`src/rtl/pic_fetch.sv`:
```
// Fetch stage for the 12-bit PIC core: PC, instruction register, 2-level call stack.
// Define PIC_FETCH_STACK_CHECK_EN to build the sticky stack overflow/underflow flag.
module pic_fetch #(
    parameter logic [8:0]  RESET_VECTOR = 9'h000,
    parameter logic [11:0] NOP_WORD     = 12'h000
) (
    input  logic        clk,
    input  logic        reset,
    output logic [8:0]  rom_addr,
    input  logic [11:0] rom_data,
    input  logic        stall,
    input  logic        skip_req,
    output logic [11:0] ir,
    output logic        ir_valid,
    output logic [8:0]  pc,
    output logic        stk_err
);

    logic [8:0]  pc_q, pc_d;
    logic [11:0] ir_q, ir_d;
    logic        irv_q, irv_d;
    logic [8:0]  stk0_q, stk0_d;
    logic [8:0]  stk1_q, stk1_d;
    logic [8:0]  pc_inc;
    logic        is_goto, is_call, is_retlw;
    logic        do_push, do_pop;

    assign pc_inc   = pc_q + 9'd1;
    assign is_goto  = irv_q && (ir_q[11:9] == 3'b101);
    assign is_call  = irv_q && (ir_q[11:8] == 4'b1001);
    assign is_retlw = irv_q && (ir_q[11:8] == 4'b1000);
    assign do_push  = !stall && is_call;
    assign do_pop   = !stall && is_retlw;

    always_comb begin
        pc_d   = pc_q;
        ir_d   = ir_q;
        irv_d  = irv_q;
        stk0_d = stk0_q;
        stk1_d = stk1_q;
        if (!stall) begin
            if (is_goto) begin
                pc_d  = ir_q[8:0];
                ir_d  = NOP_WORD;
                irv_d = 1'b0;
            end else if (is_call) begin
                // pc already points past the CALL, so it is the return address
                stk1_d = stk0_q;
                stk0_d = pc_q;
                pc_d   = {1'b0, ir_q[7:0]};
                ir_d   = NOP_WORD;
                irv_d  = 1'b0;
            end else if (is_retlw) begin
                // stk1 keeps its value, so popping an empty stack duplicates it
                pc_d   = stk0_q;
                stk0_d = stk1_q;
                ir_d   = NOP_WORD;
                irv_d  = 1'b0;
            end else if (skip_req) begin
                pc_d  = pc_inc;
                ir_d  = NOP_WORD;
                irv_d = 1'b0;
            end else begin
                pc_d  = pc_inc;
                ir_d  = rom_data;
                irv_d = 1'b1;
            end
        end
    end

    always_ff @(posedge clk) begin
        if (reset) begin
            pc_q   <= RESET_VECTOR;
            ir_q   <= NOP_WORD;
            irv_q  <= 1'b0;
            stk0_q <= 9'h000;
            stk1_q <= 9'h000;
        end else begin
            pc_q   <= pc_d;
            ir_q   <= ir_d;
            irv_q  <= irv_d;
            stk0_q <= stk0_d;
            stk1_q <= stk1_d;
        end
    end

`ifdef PIC_FETCH_STACK_CHECK_EN
    // Depth counter only feeds the error flag; stack data movement ignores it.
    logic [1:0] sp_q, sp_d;
    logic       err_q, err_d;

    always_comb begin
        sp_d  = sp_q;
        err_d = err_q;
        if (do_push) begin
            if (sp_q == 2'd2) err_d = 1'b1;
            else              sp_d  = sp_q + 2'd1;
        end else if (do_pop) begin
            if (sp_q == 2'd0) err_d = 1'b1;
            else              sp_d  = sp_q - 2'd1;
        end
    end

    always_ff @(posedge clk) begin
        if (reset) begin
            sp_q  <= 2'd0;
            err_q <= 1'b0;
        end else begin
            sp_q  <= sp_d;
            err_q <= err_d;
        end
    end

    assign stk_err = err_q;
`else
    logic unused_chk;
    assign unused_chk = do_push ^ do_pop;
    assign stk_err    = 1'b0;
`endif

    assign rom_addr = pc_q;
    assign pc       = pc_q;
    assign ir       = ir_q;
    assign ir_valid = irv_q;

endmodule

```
`config.mk`:
```
export PLATFORM = sky130hd
export DESIGN_NAME = pic_fetch
export DESIGN_NICKNAME = d
export VERILOG_FILES = /design/src/rtl/pic_fetch.sv
export SDC_FILE = /design/constraint.sdc
export NUM_CORES = 1
export LEC_CHECK = 0
export ABC_AREA = 1
export CORE_UTILIZATION = 50
export CTS_CLUSTER_SIZE = 14
export DETAILED_ROUTE_END_ITERATION = 10
export GPL_TIMING_DRIVEN = 0
export MAX_ROUTING_LAYER = met4
export PLACE_DENSITY = 0.82
export SYNTH_ARGS = -nofsm -noshare
export SYNTH_HDL_FRONTEND = slang
export SYNTH_SLANG_ARGS = --single-unit
```
`constraint.sdc`:
```
create_clock -name clk -period 1.7 [get_ports clk]
set_clock_uncertainty 0.15 [all_clocks]
set_input_delay 0.34 -clock clk [delete_from_list [all_inputs] [get_ports clk]]
set_output_delay 0.34 -clock clk [all_outputs]
set_load 0.02 [all_outputs]
```
Word-level counts from Yosys, hierarchy flattened
Index checks and enable logic that the tools add are counted.
- bits in registers: 40
- output and inout bits: 32
- logic and storage cells: 30
- input port bits: 16
- eq/ne operators: 3
- bitwise logic cells: 2
- add/sub/neg operators: 1
- reduce and logical (&&, ||, !) cells: 6
- muxes and demuxes: 13
- operators with widths (kind ; count):
    $mux 12 ; 4
    $mux 9 ; 5
    $add 9x1->9 const B ; 1
    $eq 4x4->1 const B ; 2
    $reduce_and 3->1 ; 2
    $mux 1 ; 4
    $eq 3x3->1 const B ; 1
    $logic_and 1x1->1 ; 3
    $not 1->1 ; 2
    $reduce_bool 2->1 ; 1

Longest topological paths before layout
- word-level depth: 5
- mapped depth: 8
- mapped depth without buffers: 8

Worst setup path after synthesis
No wires, ideal clock.
- path kind: register to register
- from: register ir_q[9], in the netlist ir[9]
- to: register stk1_q[0]
- arrival: 1351 ps
- library setup time: 116 ps
- cell stages (with the launch flop): 9
- path slack: 83 ps
- clock period less this slack: 1617 ps
- path buffers: 1
- data required time: 1434 ps
- cells stage by stage: dfxtp_1 > buf_4 > clkinv_1 > nand2_4 > nor2_8 > nand2_4 > clkinv_4 > nor2_1 > nor2_1
- cells in the longest elaborated chain, start to end: 4
- elaborated cells between the ends (all ways): 6
- classes of those cells: eq/ne (2); bitwise (1); reduce/logical (3)
- ends and longest elaborated chain (what ; RTL line ; RTL):
    start: declaration ; 20 ; logic [11:0] ir_q, ir_d;
    start signal: assignment ; 80 ; ir_q <= ir_d;
    $eq 3x3->1 ; 29 ; assign is_goto = irv_q && (ir_q[11:9] == 3'b101);
    $logic_and 1x1->1 ; 29 ;
    $not 1->1 (no source line) ; -- ;
    $reduce_and 3->1 (no source line) * ; -- ;
    end signal: assignment ; 83 ; stk1_q <= stk1_d;
    end: declaration ; 23 ; logic [8:0] stk1_q, stk1_d;
Mark *: on every way between the ends. The rest lies on a longest branch, timed or not.
A chain may end at the register's enable or synchronous reset.

Final worst setup path
- from: register ir_q[8], in the netlist ir[8]
- to: output port ir[8]
- RTL lines (what ; RTL line ; RTL):
    end: declaration ; 13 ; output logic [11:0] ir,
No word-level cell between the ends.

==> metrics.log <==
INFO  metric final_core_utilization = 0.672
INFO  metric final_antenna_net_count = 0
INFO  metric floorplan.core_area = 0.00400 mm²
INFO  metric post-place-ws = -274 ps
INFO  metric top_level_ports = 48
INFO  metric share_of_cells_above_drive_strength_1 = 0.141
INFO  metric clkTransAtPathRegs = 70 ps
INFO  metric yosys.area.top_type_share = 0.386
INFO  metric postCtsHoldBufs = 0
INFO  metric layout.cell_area.non_filler = 0.00269 mm²
INFO  metric synthDominantAreaCellType = dfxtp_1
INFO  metric design.final.nets = 364
INFO  metric post-dp-hpwl = 3630 µm
INFO  metric synth.yosys.seq_area_share = 0.386
INFO  metric dieArea = 0.00441 mm²
INFO  metric syn_area = 0.00208 mm²
INFO  metric grt_max_degree = 14
INFO  metric detailedRoute.firstPassIterationCount = 4
INFO  metric power_frac_seq = 0.478
INFO  metric switching_share = 0.269
INFO  metric slowest_delay = 470 ps
INFO  metric vias_per_cell = 5.20
INFO  metric wire_length_of_the_first_global_routing_pass = 8420 µm
INFO  metric cts_inserted_buffers = 5
INFO  metric clock_tree.htree_level_count = 2
INFO  metric max_freq = 0.607 GHz
INFO  metric result_of_the_run = completed
INFO  metric hold-worst-slack = 252 ps
INFO  metric synth-seq-cells = 40
INFO  metric worst_setup_ep_type = output port
INFO  metric multiInputGateArea = 0.00101 mm²
INFO  metric syn_to_final_growth = 29.4%
INFO  metric antenna-diode-count = 0
INFO  metric first_global_vias = 1861
INFO  metric detailed_route_via_count = 2069
INFO  metric die-height = 66.4 µm
INFO  metric cts_root_buf = clkbuf_8
INFO  metric ff_latch_area = 810 µm²
INFO  metric path_buf_inv = 1
INFO  metric placedCellCount = 389
INFO  metric cp.arrival = 1160 ps
INFO  metric cts-root-to-sink-buffers = 2
INFO  metric maxCapViolCount = 0
INFO  metric clock_insertion_delay_worst_skew = 310 ps
INFO  metric ir_drop = 0.666 mV
INFO  metric gp_congestion = 0.870
INFO  metric grt_antenna_before_repair = 0
INFO  metric power_per_cell_area = 783 mW/mm²
INFO  metric drc = 0
INFO  metric start_kind = flip-flop
INFO  metric synth.area.top_cells = dfxtp_1 (39%), o21ai_0 (9.4%), nand2_1 (8.3%)
INFO  metric cpLargestDelayFamily = flip-flops
INFO  metric cell_internal_pwr = 1.54 mW
INFO  metric cts_tree = done
INFO  metric share_comb_of_total_power = 0.149
INFO  metric timing_max_transition_violations_final = 0
INFO  metric crit_required = 1210 ps
INFO  metric place_area = 0.00259 mm²
INFO  metric num_rows = 23
INFO  metric fin_ws = 52.4 ps
INFO  metric timing.critical_path.cells = dlygate4sd2_1
INFO  metric leakage = 1.20 nW
INFO  metric fillCellCount = 360
INFO  metric most_frequent_cells_in_the_layout = nand2_1 (46), o21ai_0 (39), inv_1 (33), dfxtp_1 (33), a21oi_1 (31)
INFO  metric rsz_0062_raised_after_global_routing = yes
INFO  metric setup-violations-final = 0
INFO  metric min_path_type = in2reg
INFO  metric synth-warning-count = 0
INFO  metric post-route-period-util = 0.969
INFO  metric io_buffers = 45
INFO  metric pwr-share-clk = 0.372
INFO  metric final_hold_viol_count = 0
INFO  metric syn-num-nets = 311
INFO  metric groute.usage.overall = 0.264
INFO  metric sinks_on_clock_net = 40
INFO  metric totalWireLength = 5110 µm
INFO  metric post_synth.cell_area_avg = 7.06 µm²
INFO  metric drt-wirelength-per-cell = 12.8 µm
INFO  metric yosysUniqueCellTypes = 27
INFO  metric final_cells = 398
INFO  metric reg2reg_setup_slack = 120 ps
INFO  metric netSwitchingPower = 0.566 mW
INFO  metric die_w = 66.4 µm
INFO  metric criticalPathCategory = reg2out
INFO  metric crit_fanout = 7
INFO  metric period_needed = 1650 ps
INFO  metric worst_path_max_delay_cell = dfxtp_1
INFO  metric drtIter0Drc = 202
INFO  metric syn-instance-count = 294
INFO  metric most_common_cell_after_layout_fill_and_taps_aside = nand2_1
INFO  metric initial_core_util = 0.519
INFO  metric grt.overflow.total = 0
==> layout make-up <==
cell class,count,share of cell area
plain buffers,21,0.0498
clock buffers,5,0.0256
clock inverters,3,0.0158
inverters,36,0.0531
multi-input cells,197,0.375
flip-flops and latches,40,0.301
well taps,50,0.0233
repair buffers,46,0.156
==> state kept, by name (all words and copies together) (netlist names) <==
register,count
ir,12
ir_valid,1
pc,9
stk0_q,9
stk1_q,9
==> synthesized netlist by cell type <==
cell and n:
o21ai_0 39, clkinv_4 1, inv_1 33, o31ai_1 3, conb_1 1, buf_4 11
clkbuf_1 6, nand2_1 46, ha_1 1, nand2_2 1, o21bai_1 4, a21oi_1 31
nand3_1 26, nand3_2 1, o211ai_1 1, nor2_8 3, nand4_1 2, nor2_1 27
buf_2 3, inv_2 1, buf_6 1, o21ai_1 4, clkinv_1 1, nand2_4 2
a31o_2 4, dfxtp_1 40, a31oi_1 1
==> logic make-up (layout without fill, tap and decap cells) <==
family                   count (synthesis)  count (layout)  synth area share
adder cells (fa/ha/maj)                  1               1           0.00603
other                                    1               1           0.00181
buffers and inverters                   57             111             0.131
flip-flops                              40              40             0.386
AND/OR/NAND/NOR                        108             108             0.248
AO/OA/AOI/OAI                           87              87             0.227
==> final timing paths <==
| path | startpoint | to | cells after the start |
|---|---|---|---|
| worst min register to register | ir[0] | ir[0] | 2 |
| worst max-delay path | ir[8] | ir[8] | 1 |
| worst max register to register | ir[11] | stk1_q[6] | 7 |
| worst min-delay path | stall | ir[0] | 3 |
==> per-stage QoR <==
stage / power [mW] / TNS, ps
global placement: 1.36 / -5050
finish: 2.10 / 0
CTS: 2.11 / 0
detailed placement: 1.36 / -4950
global route: 2.18 / -17.8
floorplan: 1.21 / 0
==> metal layers <==
| layer | track usage | part of all wire | up-vias |
|---|---|---|---|
| li1 | - | - | 1071 |
| met1 | 0.311 | 0.45 | 915 |
| met2 | 0.444 | 0.46 | 75 |
| met3 | 0.0672 | 0.069 | 8 |
| met4 | 0.0718 | 0.012 | 0 |
| met5 | - | 0 | - |
==> power groups by stage <==
stage               Sequential (mW)  Combinational (mW)  Clock [mW]
floorplan                      1.05               0.162           0
global route                   1.01               0.346       0.824
finish                         1.01               0.314       0.784
detailed placement             1.03               0.338           0
global placement               1.03               0.334           0
CTS                            1.00               0.312       0.790
==> repair_timing <==
action	4_1_cts	5_1_grt
pin swaps	0	1
setup buffers	0	1
endpoints found under the setup margin	32	15
hold endpoints to repair	0	0
resized for setup	39	6
Note: power is estimated with default switching activity, not from simulation.
